[src/rtl/tdc_pkg.sv]
// Shared types for the TDC capture/decode path: control encodings, decoder FSM states
// and a majority helper used by the optional bubble corrector.
package tdc_pkg;

  typedef enum logic {
    PG_IN  = 1'b0,
    PG_TOG = 1'b1
  } ctrl_pulse_src_t;

  typedef enum logic {
    BYPASS = 1'b0,
    REG    = 1'b1
  } ctrl_bypass_t;

  typedef enum logic [1:0] {
    DEC_IDLE   = 2'd0,
    DEC_SYNC   = 2'd1,
    DEC_DECODE = 2'd2,
    DEC_HOLD   = 2'd3
  } tdc_dec_state_t;

  function automatic logic maj3(input logic a, input logic b, input logic c);
    return (a & b) | (a & c) | (b & c);
  endfunction

endpackage

[src/rtl/tdc_lead_ones_enc.sv]
// Combinational leading-ones counter: number of consecutive 1s from tap 0 (0..N_TAPS).
// Zero latency, no flow control; bits above the first 0 are ignored.
module tdc_lead_ones_enc #(
  parameter int N_TAPS = 32,
  parameter int CODE_W = $clog2(N_TAPS + 1)
) (
  input  logic [N_TAPS-1:0] taps,
  output logic [CODE_W-1:0] code
);

  logic run;

  always_comb begin
    code = '0;
    run  = 1'b1;
    for (int i = 0; i < N_TAPS; i++) begin
      if (run && taps[i]) begin
        code = CODE_W'(i + 1);
      end else begin
        run = 1'b0;
      end
    end
  end

endmodule

[src/rtl/tdc_therm_decoder.sv]
// TDC tap capture, polarity normalisation and thermometer decode; optional TDC_BUBBLE_CORR_EN.
// Latency 2 cycles (BYPASS) or 3 (REG); one measurement in flight, strobes while busy are counted as missed.
module tdc_therm_decoder
  import tdc_pkg::*;
#(
  parameter int N_TAPS = 32,
  parameter int CODE_W = $clog2(N_TAPS + 1),
  parameter int MISS_W = 8
) (
  input  logic                  clk,
  input  logic                  rst,
  input  ctrl_pulse_src_t       ctl_pls_src_i,
  input  ctrl_bypass_t          ctl_bypass_i,
  input  logic [N_TAPS-1:0]     taps_i,
  input  logic                  sample_i,
  output logic [CODE_W-1:0]     code_o,
  output logic                  code_valid_o,
  input  logic                  code_ready_i,
  output logic                  overflow_o,
  output logic                  zero_o,
  output logic                  busy_o,
  output logic [MISS_W-1:0]     miss_cnt_o
);

  tdc_dec_state_t    state;
  logic [N_TAPS-1:0] cap1;
  logic [N_TAPS-1:0] cap2;
  logic [N_TAPS-1:0] norm;
  logic [N_TAPS-1:0] corr;
  logic [CODE_W-1:0] enc_code;
  ctrl_bypass_t      byp_q;
  logic              pol;
  logic              pol_q;

  assign busy_o = (state != DEC_IDLE);

  always_comb begin
    norm = ((byp_q == BYPASS) ? cap1 : cap2) ^ {N_TAPS{~pol_q}};
  end

`ifdef TDC_BUBBLE_CORR_EN
  // Virtual boundary taps: a 1 before tap 0 and a 0 past the last tap.
  logic [N_TAPS+1:0] ext;
  assign ext = {1'b0, norm, 1'b1};

  always_comb begin
    corr = '0;
    for (int i = 0; i < N_TAPS; i++) begin
      corr[i] = maj3(ext[i], ext[i+1], ext[i+2]);
    end
  end
`else
  assign corr = norm;
`endif

  tdc_lead_ones_enc #(
    .N_TAPS (N_TAPS),
    .CODE_W (CODE_W)
  ) u_enc (
    .taps (corr),
    .code (enc_code)
  );

  always_ff @(posedge clk or posedge rst) begin
    if (rst) begin
      state        <= DEC_IDLE;
      cap1         <= '0;
      cap2         <= '0;
      byp_q        <= BYPASS;
      pol          <= 1'b1;
      pol_q        <= 1'b1;
      code_o       <= '0;
      code_valid_o <= 1'b0;
      overflow_o   <= 1'b0;
      zero_o       <= 1'b0;
      miss_cnt_o   <= '0;
    end else begin
      // The launcher flips its edge on every strobe, whether or not we take the sample.
      if (sample_i && (ctl_pls_src_i == PG_TOG)) begin
        pol <= ~pol;
      end
      if (sample_i && (state != DEC_IDLE) && (miss_cnt_o != '1)) begin
        miss_cnt_o <= miss_cnt_o + 1'b1;
      end
      case (state)
        DEC_IDLE: begin
          if (sample_i) begin
            cap1  <= taps_i;
            byp_q <= ctl_bypass_i;
            pol_q <= (ctl_pls_src_i == PG_TOG) ? pol : 1'b1;
            state <= (ctl_bypass_i == REG) ? DEC_SYNC : DEC_DECODE;
          end
        end
        DEC_SYNC: begin
          cap2  <= cap1;
          state <= DEC_DECODE;
        end
        DEC_DECODE: begin
          code_o       <= enc_code;
          overflow_o   <= (enc_code == CODE_W'(N_TAPS));
          zero_o       <= (enc_code == '0);
          code_valid_o <= 1'b1;
          state        <= DEC_HOLD;
        end
        DEC_HOLD: begin
          if (code_ready_i) begin
            code_valid_o <= 1'b0;
            state        <= DEC_IDLE;
          end
        end
        default: state <= DEC_IDLE;
      endcase
    end
  end

endmodule

[config.mk]
export PLATFORM = sky130hd
export DESIGN_NAME = tdc_therm_decoder
export DESIGN_NICKNAME = d
export VERILOG_FILES = /design/src/rtl/tdc_pkg.sv /design/src/rtl/tdc_lead_ones_enc.sv /design/src/rtl/tdc_therm_decoder.sv
export SDC_FILE = /design/constraint.sdc
export NUM_CORES = 1
export LEC_CHECK = 0
export ABC_AREA = 1
export CAP_MARGIN = 20
export CORE_UTILIZATION = 45
export DETAILED_ROUTE_END_ITERATION = 8
export PLACE_DENSITY = 0.66
export SETUP_SLACK_MARGIN = 0.4
export SYNTH_ARGS = -nofsm -noshare
export SYNTH_HDL_FRONTEND = slang
export SYNTH_HIERARCHICAL = 1
export SYNTH_SLANG_ARGS = --single-unit
export TNS_END_PERCENT = 50
[constraint.sdc]
create_clock -name clk -period 3.9 [get_ports clk]
set_input_delay 0.78 -clock clk [delete_from_list [all_inputs] [get_ports clk]]
set_output_delay 0.78 -clock clk [all_outputs]
set_load 0.03 [all_outputs]
==> results of run 1 <==
==> layer usage <==
layer | GRT usage | up-vias | wire [um]
li1 | - | 1935 | -
met1 | 0.2208 | 1675 | 4212
met2 | 0.3079 | 44 | 4323
met3 | 0.03993 | 9 | 285
met4 | 0.06338 | 0 | 108
met5 | 0 | - | 0
==> logic make-up (layout without fill, tap and decap cells) <==
| kind of cell | Yosys count | in the layout |
|---|---|---|
| flops | 86 | 86 |
| compound gates | 123 | 123 |
| simple gates | 225 | 225 |
| buf+inv | 95 | 160 |
| fa+ha+maj | 6 | 6 |
| xor+xnor | 34 | 34 |
==> layout by cell type, fill, tap and decap left out, types with 11 or more instances in the layout <==
cell                              count
sky130_fd_sc_hd__inv_1               64
sky130_fd_sc_hd__o21ai_2             29
sky130_fd_sc_hd__nand3_1             11
sky130_fd_sc_hd__clkdlybuf4s50_1     55
sky130_fd_sc_hd__o21ai_1             35
sky130_fd_sc_hd__a21oi_1             34
sky130_fd_sc_hd__clkbuf_8            11
sky130_fd_sc_hd__nor2_1              38
sky130_fd_sc_hd__buf_4               12
sky130_fd_sc_hd__xor2_1              27
sky130_fd_sc_hd__o21ai_0             14
sky130_fd_sc_hd__dfrtp_1             83
sky130_fd_sc_hd__nand2_1            146
==> worst max path at each step <==
stage                 endpoint
finish                  zero_o
global route            zero_o
CTS                     zero_o
detailed placement      zero_o
global placement    overflow_o
floorplan           overflow_o
==> sequential cells by signal, indices dropped and copies added, names as in the netlist <==
| name | cells |
|---|---|
| cap2 | 32 |
| state | 2 |
| pol | 1 |
| pol_q | 1 |
| cap1 | 32 |
| code_valid_o | 1 |
| zero_o | 1 |
| miss_cnt_o | 8 |
| byp_q | 1 |
| overflow_o | 1 |
| code_o | 6 |
==> worst max-delay path, cell delays in order, from the launching register on <==
cell and delay [ns]:
sky130_fd_sc_hd__dfrtp_4 0.51, sky130_fd_sc_hd__buf_8 0.15, sky130_fd_sc_hd__o21ai_4 0.11, sky130_fd_sc_hd__xor2_1 0.21, sky130_fd_sc_hd__nand2_1 0.12, sky130_fd_sc_hd__nor2_4 0.17, sky130_fd_sc_hd__nand4_4 0.11, sky130_fd_sc_hd__nor2_4 0.17
sky130_fd_sc_hd__nand4_4 0.12, sky130_fd_sc_hd__nor2_4 0.19, sky130_fd_sc_hd__nand4_4 0.11, sky130_fd_sc_hd__nor2_4 0.17, sky130_fd_sc_hd__nand4_4 0.10, sky130_fd_sc_hd__nor2_4 0.19, sky130_fd_sc_hd__nand4_4 0.12, sky130_fd_sc_hd__nor2_4 0.18
sky130_fd_sc_hd__nand2_1 0.08, sky130_fd_sc_hd__o21ai_0 0.08, sky130_fd_sc_hd__nand2_1 0.10, sky130_fd_sc_hd__nor2_2 0.13, sky130_fd_sc_hd__nand2_2 0.08, sky130_fd_sc_hd__o31ai_1 0.22
==> through the flow <==
step	instance area [um2]	total power, mW	hold slack, ns	setup WS (ns)	std cells
2_1_floorplan	4765	3.678	0.4701	0.7752	569
3_3_place_gp	5360	4.072	0.4572	0.6286	740
3_5_place_dp	5360	4.140	0.4675	0.4498	740
4_1_cts	5547	4.749	0.4892	0.4102	756
5_1_grt	5782	5.376	0.5150	0.1388	770
6_report	5782	4.914	0.4843	0.3813	770
==> power breakdown <==
group / internal, mW / switching [mW] / total [mW]
logic: 1.02 / 1.78 / 2.81
clock network: 0.268 / 0.326 / 0.594
registers: 1.31 / 0.204 / 1.52
total: 2.60 / 2.31 / 4.91
==> layout make-up <==
type,instances,area [um2],share of cell area
Multi-Input combinational cell,388,2263,0.3915
Clock inverter,4,31.28,0.005410
Sequential cell,86,2158,0.3733
Timing Repair Buffer,73,733.2,0.1268
Clock buffer,12,155.1,0.02683
Tap cell,136,170.2,0.02943
Inverter,71,270.3,0.04674
==> what timing repair did <==
action,CTS,global route
gates resized for setup,0,28
endpoints found under the hold margin,0,0
setup endpoints to repair,0,7
setup buffers,0,13
==> results.sh, run 1 <==
export IMPL_power_static_leakage_nw=2.713
export IMPL_netlist_cell_type_count=33
export IMPL_status="complete, no violations"
export IMPL_ctsRootBufferMaster="sky130_fd_sc_hd__clkbuf_8"
export IMPL_timing_final_crit_period_ns=3.519
export IMPL_slew_limit_headroom=0.3406
export IMPL_grt_first_pass_wirelength_um=15940
export IMPL_synthMuxAreaShare=0
export IMPL_synth_most_common_cell="sky130_fd_sc_hd__nand2_1"
export IMPL_number_of_cts_inserted_buffers=9
export IMPL_tritoncts_clock_tree="built"
export IMPL_routedWlPerCell_um=11.60
export IMPL_fin_nets=673
export IMPL_port_buffers=55
export IMPL_synth_compound_gate_area_share=0.1589
export IMPL_finalMaxSlewViolations=0
export IMPL_worstHoldPathCells=2
export IMPL_reg2reg_from="byp_q"
export IMPL_std_cell_rows=37
export IMPL_yosys_top_cells_area="sky130_fd_sc_hd__dfrtp_1 44%, sky130_fd_sc_hd__nand2_1 12%, sky130_fd_sc_hd__o21ai_2 5.9%, sky130_fd_sc_hd__xor2_1 5.9%, sky130_fd_sc_hd__inv_1 5.2%"
export IMPL_synthArstFlopShare=1.000
export IMPL_synth_yosys_seq_area_share=0.4522
export IMPL_yosys_area_share_xor_xnor=0.06250
export IMPL_fmaxAchievable_mhz=284.2
export IMPL_synth_edff_count=0
export IMPL_syn_nets=613
export IMPL_setup_tns_after_final_layout_ns=0
export IMPL_ir_drop_uv=374.4
export IMPL_critical_path_at_ns=3.79
export IMPL_num_fill_cells=967
export IMPL_grt_start_max_net_pins=65
export IMPL_numClockSinks=86
export IMPL_yosys_top_cells_count="150 x sky130_fd_sc_hd__nand2_1, 84 x sky130_fd_sc_hd__dfrtp_1, 66 x sky130_fd_sc_hd__inv_1, 40 x sky130_fd_sc_hd__nor2_1, 35 x sky130_fd_sc_hd__o21ai_1"
export IMPL_antenna_left=0
export IMPL_firstDrtPassIters=4
export IMPL_synth_top_family_by_area="simple AND/OR/NAND/NOR gates"
export IMPL_summed_instance_area_of_the_synthesized_netlist_um2=4765
export IMPL_route_detailed_drc=0
export IMPL_critPathCaptureType="register"
export IMPL_crit_path_start_kind="register"
export IMPL_clk_transition_reported_paths_ns=0.09
export IMPL_detail_routed_via_count_per_cell=4.757
export IMPL_cp_max_fo=6
export IMPL_rsz0062_at_grt="true"
export IMPL_synth_flop_cell="sky130_fd_sc_hd__dfrtp_1"
export IMPL_die_area_um2=11000
export IMPL_cp_startpoint="byp_q"
export IMPL_yosys_area_share_adder=0.01576
export IMPL_h_tree_level_count=3
export IMPL_route_vias_total=3663
export IMPL_measured_slew_at_the_worst_slew_check_pin_ns=0.9892
export IMPL_global_route_overflow_total=0
export IMPL_rr_endpoint="zero_o"
export IMPL_min_delay_worst_endpoint="code_o[2]"
export IMPL_hold_start="code_o[2]"
export IMPL_max_cap_viol_count=0
export IMPL_synthSimpleGateAreaFrac=0.2185
export IMPL_power_density_nw_per_um2=849.9
export IMPL_wl_um=8930
export IMPL_synth_top_cell_by_area="sky130_fd_sc_hd__dfrtp_1"
export IMPL_path_class="reg2reg"
export IMPL_final_min_period_over_clock_period=0.9022
export IMPL_hp_class="reg2reg"
export IMPL_critical_path_required_ns=4.17
export IMPL_post_route_cells_drive_above_1_share=0.1656
export IMPL_num_antenna_cells=0
export IMPL_worst_skew_pair_late_latency_ns=0.35
export IMPL_ys_warn_count=6
export IMPL_final_setup_skew_ns=0.005331
export IMPL_hold_viol_final=0
export IMPL_synth_largest_type_area_fraction=0.4412
export IMPL_globalRouteTotalUtil=0.1791
export IMPL_die_width_um=104.9
export IMPL_timing_final_setup_violations=0
export IMPL_placeableCoreArea_um2=10280
export IMPL_initial_utilization=0.4636
export IMPL_ioPinCount=56
export IMPL_areaGrowthSynthToFinish_pct=21.35
export IMPL_clockBufferDepth=2
export IMPL_drt_iter0_markers=153
export IMPL_setup_reg_to_reg_worst_slack_ns=0.38
export IMPL_cells_after_synthesis=569
export IMPL_syn_mean_instance_area_um2=8.374
export IMPL_die_y_um=104.9
export IMPL_gp_routability_congestion=0.7857
export IMPL_grt_antenna_before_repair=0
export IMPL_cts_hold_buffers_added=0
export IMPL_flip_flop_and_latch_count_after_synthesis=86
export IMPL_utilization=0.5626
export IMPL_via_count_of_the_first_global_routing_pass=3630
export IMPL_reg2reg_depth=21
export IMPL_detailed_place_hpwl_um=6132
Power figures use the tool's default switching activity.
==> run 2, diff against run 1 <==
- REMOVE_ABC_BUFFERS: not set -> 1
==> run 2 against run 1 <==
- die area did not move
- critical path type unchanged
- final cell count shrank 0.26%
- worst setup slack improved by 0.16 ns
- non-clock buffer count decreased by 2
- fmax increased by 4.8%
- critical path depth is 1 higher
- core utilization grew 0.097 points
==> results.sh, run 2 (synthesized netlist as in run 1, its figures left out) <==
export IMPL_status="complete, no violations"
export IMPL_final_cell_area_um2=5792
export IMPL_layout_commonest_cell="sky130_fd_sc_hd__nand2_1"
export IMPL_antenna_left=0
export IMPL_numClockSinks=86
export IMPL_cts_hold_buffers_added=0
export IMPL_die_area_um2=11000
export IMPL_ioPinCount=56
export IMPL_measured_slew_at_the_worst_slew_check_pin_ns=1.014
export IMPL_firstDrtPassIters=4
export IMPL_num_antenna_cells=0
export IMPL_grt_first_pass_wirelength_um=15890
export IMPL_layout_cells_non_filler=768
export IMPL_slew_limit_headroom=0.3229
export IMPL_power_static_leakage_nw=2.716
export IMPL_ctsRootBufferMaster="sky130_fd_sc_hd__clkbuf_8"
export IMPL_initial_utilization=0.4636
export IMPL_post_route_cells_drive_above_1_share=0.1646
export IMPL_areaGrowthSynthToFinish_pct=21.56
export IMPL_global_route_overflow_total=0
export IMPL_layout_common_cells="146 x sky130_fd_sc_hd__nand2_1, 83 x sky130_fd_sc_hd__dfrtp_1, 63 x sky130_fd_sc_hd__inv_1"
export IMPL_globalRouteTotalUtil=0.1777
export IMPL_timing_final_setup_violations=0
export IMPL_critPathCaptureType="register"
export IMPL_largest_registers="cap1 x32, cap2 x32, miss_cnt_o x8"
export IMPL_utilization=0.5636
export IMPL_via_count_of_the_first_global_routing_pass=3540
export IMPL_post_placement_cell_count=741
export IMPL_die_width_um=104.9
export IMPL_wl_um=9275
export IMPL_cp_max_fo=6
export IMPL_crit_path_start_kind="register"
export IMPL_ir_drop_uv=330.8
export IMPL_routedWlPerCell_um=12.08
export IMPL_hp_class="reg2reg"
export IMPL_critical_path_required_ns=4.17
export IMPL_clockBufferDepth=2
export IMPL_num_fill_cells=935
export IMPL_power_density_nw_per_um2=872.8
export IMPL_port_buffers=55
export IMPL_path_class="reg2reg"
export IMPL_detailed_place_hpwl_um=6319
export IMPL_report_power_total_mw=5.055
export IMPL_fmaxAchievable_mhz=297.9
export IMPL_final_min_period_over_clock_period=0.8608
export IMPL_grt_start_max_net_pins=65
export IMPL_std_cell_rows=37
export IMPL_h_tree_level_count=3
export IMPL_die_y_um=104.9
export IMPL_drt_iter0_markers=157
export IMPL_fin_nets=671
export IMPL_route_vias_total=3676
export IMPL_timing_final_crit_period_ns=3.357
export IMPL_placeableCoreArea_um2=10280
export IMPL_place_area_um2=5368
export IMPL_worst_skew_pair_late_latency_ns=0.36
export IMPL_number_of_cts_inserted_buffers=9
export IMPL_route_detailed_drc=0
export IMPL_hold_viol_final=0
export IMPL_tritoncts_clock_tree="built"
export IMPL_max_cap_viol_count=0
export IMPL_clk_transition_reported_paths_ns=0.09
export IMPL_finalMaxSlewViolations=0
export IMPL_gp_routability_congestion=0.8068
export IMPL_critical_path_at_ns=3.63
export IMPL_detail_routed_via_count_per_cell=4.786
export IMPL_rsz0062_at_grt="true"
export IMPL_grt_antenna_before_repair=0
export IMPL_final_setup_skew_ns=0.01010
[run 2: worst paths after layout]
path | depth (start not counted) | endpoint | slack, ns | startpoint
setup / recovery | 22 | zero_o | 0.54 | byp_q
hold / removal | 2 | code_o[2] | 0.48 | code_o[2]
setup reg to reg | 22 | zero_o | 0.54 | byp_q
hold reg to reg | 2 | code_o[2] | 0.48 | code_o[2]
max in group asynchronous | 3 | pol_q | 2.31 | rst
min in group asynchronous | 2 | cap2[17] | 0.85 | rst
[run 2: worst max-delay path, cell delays in order, from the launching register on]
cell                      delay (ns)
sky130_fd_sc_hd__dfrtp_4        0.51
sky130_fd_sc_hd__buf_6          0.15
sky130_fd_sc_hd__nand2_1        0.11
sky130_fd_sc_hd__o21ai_4        0.07
sky130_fd_sc_hd__xor2_2         0.17
sky130_fd_sc_hd__nand2_2        0.10
sky130_fd_sc_hd__nor2_4         0.19
sky130_fd_sc_hd__nand4_4        0.11
sky130_fd_sc_hd__nor2_4         0.15
sky130_fd_sc_hd__nand4_4        0.11
sky130_fd_sc_hd__nor2_4         0.14
sky130_fd_sc_hd__nand4_4        0.11
sky130_fd_sc_hd__nor2_4         0.16
sky130_fd_sc_hd__nand4_4        0.10
sky130_fd_sc_hd__nor2_4         0.16
sky130_fd_sc_hd__nand4_4        0.11
sky130_fd_sc_hd__nor2_4         0.17
sky130_fd_sc_hd__nand4_4        0.13
sky130_fd_sc_hd__nand2_2        0.11
sky130_fd_sc_hd__inv_2          0.04
sky130_fd_sc_hd__nor2_2         0.09
sky130_fd_sc_hd__nand2_1        0.07
sky130_fd_sc_hd__o31ai_1        0.19
[run 2: repair_timing]
item                       CTS  global route
buffers inserted             0            10
pin swaps                    0             4
resized for setup            1            21
setup endpoints to repair    2             5
[run 2: through the flow]
stage | hold slack [ns] | setup TNS, ns | worst slack [ns]
6_report | 0.4757 | 0 | 0.5430
3_3_place_gp | 0.4605 | 0 | 0.5832
5_1_grt | 0.5111 | 0 | 0.2877
3_5_place_dp | 0.4609 | 0 | 0.4005
2_1_floorplan | 0.4701 | -2.876 | -0.5094
4_1_cts | 0.4813 | 0 | 0.4162
[run 2: layer usage]
layer | vias to the layer above | part of all wire | global-route usage
met1 | 1704 | 0.48 | 0.2365
li1 | 1913 | - | -
met4 | 0 | 0.012 | 0.06338
met2 | 50 | 0.48 | 0.2852
met5 | - | 0 | 0
met3 | 9 | 0.028 | 0.03930
[run 2: where the power goes]
part	switching, mW	internal, mW	total, mW
Clock	0.323	0.376	0.698
Sequential	0.195	1.31	1.51
Combinational	1.82	1.03	2.85
Total	2.33	2.72	5.05
[run 2: cell type report]
cell class                 count  area [um2]  area share
clock buffer                  10       137.6     0.02376
clock inverter                 6       85.08     0.01469
inverter                      71       267.8     0.04623
multi-input combinational    388        2253      0.3891
sequential                    86        2158      0.3727
tap                          136       170.2     0.02938
timing repair buffer          71       719.4      0.1242
==> run 3, diff against run 2 <==
- TNS_END_PERCENT: 50 -> 5
==> run 3 against run 2 <==
- global-route usage unchanged
- first-iteration DRC count down 11%
- clock skew about the same
- routed wire length down 3.8%
- combinational power down 6%
- die area unchanged
- largest cell class unchanged
- largest power group unchanged
==> results.sh, run 3 (synthesized netlist as in run 1, its figures left out) <==
export IMPL_measured_slew_at_the_worst_slew_check_pin_ns=1.012
export IMPL_std_cell_rows=37
export IMPL_wl_um=8920
export IMPL_global_route_overflow_total=0
export IMPL_path_class="reg2reg"
export IMPL_post_placement_cell_count=741
export IMPL_fin_nets=662
export IMPL_ir_drop_uv=331.2
export IMPL_hp_class="reg2reg"
export IMPL_status="complete, no violations"
export IMPL_setup_tns_after_final_layout_ns=0
export IMPL_place_area_um2=5368
export IMPL_die_y_um=104.9
export IMPL_worst_skew_pair_late_latency_ns=0.36
export IMPL_hold_viol_final=0
export IMPL_drt_iter0_markers=139
export IMPL_port_buffers=55
export IMPL_slew_limit_headroom=0.3240
export IMPL_globalRouteTotalUtil=0.1777
export IMPL_power_static_leakage_nw=2.663
export IMPL_areaGrowthSynthToFinish_pct=18.83
export IMPL_layout_commonest_cell="sky130_fd_sc_hd__nand2_1"
export IMPL_firstDrtPassIters=4
export IMPL_final_cell_area_um2=5662
export IMPL_antenna_left=0
export IMPL_report_power_total_mw=4.903
export IMPL_critical_path_at_ns=3.66
export IMPL_grt_antenna_before_repair=0
export IMPL_gp_routability_congestion=0.8068
export IMPL_initial_utilization=0.4636
export IMPL_timing_final_ws_setup_ns=0.5056
export IMPL_routedWlPerCell_um=11.75
export IMPL_via_count_of_the_first_global_routing_pass=3540
export IMPL_grt_first_pass_wirelength_um=15890
export IMPL_final_setup_skew_ns=0.01004
export IMPL_cts_hold_buffers_added=0
export IMPL_power_density_nw_per_um2=866.0
export IMPL_critical_path_required_ns=4.17
export IMPL_largest_registers="cap1 x32, cap2 x32, miss_cnt_o x8"
export IMPL_clockBufferDepth=2
export IMPL_max_cap_viol_count=0
export IMPL_tritoncts_clock_tree="built"
export IMPL_timing_final_setup_violations=0
export IMPL_route_detailed_drc=0
export IMPL_final_min_period_over_clock_period=0.8704
export IMPL_fmaxAchievable_mhz=294.6
export IMPL_cp_max_fo=12
export IMPL_die_area_um2=11000
export IMPL_grt_start_max_net_pins=65
export IMPL_critPathCaptureType="register"
export IMPL_layout_cells_non_filler=759
export IMPL_num_fill_cells=954
export IMPL_placeableCoreArea_um2=10280
export IMPL_rsz0062_at_grt="true"
export IMPL_h_tree_level_count=3
export IMPL_timing_final_crit_period_ns=3.394
export IMPL_num_antenna_cells=0
export IMPL_die_width_um=104.9
export IMPL_ioPinCount=56
export IMPL_route_vias_total=3618
export IMPL_pre_cts_slack_ns=0.4005
export IMPL_finalMaxSlewViolations=0
export IMPL_clk_transition_reported_paths_ns=0.09
export IMPL_detailed_place_hpwl_um=6319
export IMPL_detail_routed_via_count_per_cell=4.767
export IMPL_ctsRootBufferMaster="sky130_fd_sc_hd__clkbuf_8"
export IMPL_layout_common_cells="150 x sky130_fd_sc_hd__nand2_1, 83 x sky130_fd_sc_hd__dfrtp_1, 65 x sky130_fd_sc_hd__inv_1"
export IMPL_crit_path_start_kind="register"
export IMPL_post_route_cells_drive_above_1_share=0.1396
export IMPL_number_of_cts_inserted_buffers=9
export IMPL_numClockSinks=86
-- run 3: changes by cell type in the layout (fill, tap and decap cells not counted), moves of 2 or more --
cell,change
sky130_fd_sc_hd__o21ai_4,-3
sky130_fd_sc_hd__buf_4,-6
sky130_fd_sc_hd__o21ai_2,+3
sky130_fd_sc_hd__inv_2,-2
sky130_fd_sc_hd__inv_1,+2
sky130_fd_sc_hd__buf_6,-2
sky130_fd_sc_hd__nand2_1,+4
sky130_fd_sc_hd__nand2_2,-4
-- run 3: critical path, cell delays in order, from the launching register on --
cell,delay [ns]
sky130_fd_sc_hd__dfrtp_4,0.56
sky130_fd_sc_hd__o21ai_2,0.21
sky130_fd_sc_hd__xor2_2,0.20
sky130_fd_sc_hd__nand2_2,0.10
sky130_fd_sc_hd__nor2_4,0.18
sky130_fd_sc_hd__nand4_4,0.11
sky130_fd_sc_hd__nor2_4,0.16
sky130_fd_sc_hd__nand4_4,0.12
sky130_fd_sc_hd__nor2_4,0.16
sky130_fd_sc_hd__nand4_4,0.12
sky130_fd_sc_hd__nor2_4,0.16
sky130_fd_sc_hd__nand4_4,0.11
sky130_fd_sc_hd__nor2_4,0.16
sky130_fd_sc_hd__nand4_4,0.11
sky130_fd_sc_hd__nor2_4,0.16
sky130_fd_sc_hd__nand2_1,0.09
sky130_fd_sc_hd__o21ai_0,0.09
sky130_fd_sc_hd__nand2_1,0.10
sky130_fd_sc_hd__nor2_1,0.11
sky130_fd_sc_hd__nand2_1,0.07
sky130_fd_sc_hd__o31ai_1,0.19
-- run 3: routing by layer --
| layer | GRT usage | routed length, um | part of all wire | vias up |
|---|---|---|---|---|
| li1 | - | - | - | 1897 |
| met1 | 0.2365 | 4326 | 0.48 | 1660 |
| met2 | 0.2852 | 4230 | 0.47 | 52 |
| met3 | 0.03930 | 253 | 0.028 | 9 |
| met4 | 0.06338 | 110 | 0.012 | 0 |
| met5 | 0 | 0 | 0 | - |
-- run 3: layout make-up --
cell class / instances / area (um2) / share of cell area
Tap cell: 136 / 170.2 / 0.03006
Clock buffer: 10 / 137.6 / 0.02431
Clock inverter: 6 / 85.08 / 0.01503
Inverter: 71 / 267.8 / 0.04729
Timing Repair Buffer: 62 / 631.9 / 0.1116
Multi-Input combinational cell: 388 / 2211 / 0.3905
Sequential cell: 86 / 2158 / 0.3812
-- run 3: report_power, final --
part / switching [mW] / internal, mW / total, mW
combinational: 1.74 / 0.954 / 2.69
sequential: 0.205 / 1.31 / 1.52
clock: 0.321 / 0.376 / 0.697
-- run 3: repair_timing --
item,4_1_cts,5_1_grt
cloned,0,0
setup buffers,0,1
resized for setup,1,6
setup endpoints to repair,2,5
-- run 3: worst paths after layout --
path,start,end,slack [ns],cells after the start
min in group asynchronous,rst,cap2[17],0.85,2
worst min-delay path,code_o[2],code_o[2],0.48,2
worst min register to register,code_o[2],code_o[2],0.48,2
worst max register to register,byp_q,zero_o,0.51,20
worst max-delay path,byp_q,zero_o,0.51,20
max in group asynchronous,rst,pol_q,2.31,3
-- run 3: per-stage QoR --
stage	hold slack, ns	util
finish	0.4763	0.5509
CTS	0.4813	0.5442
detailed placement	0.4609	0.5223
global placement	0.4605	0.5223
global route	0.5111	0.5509
floorplan	0.4701	-
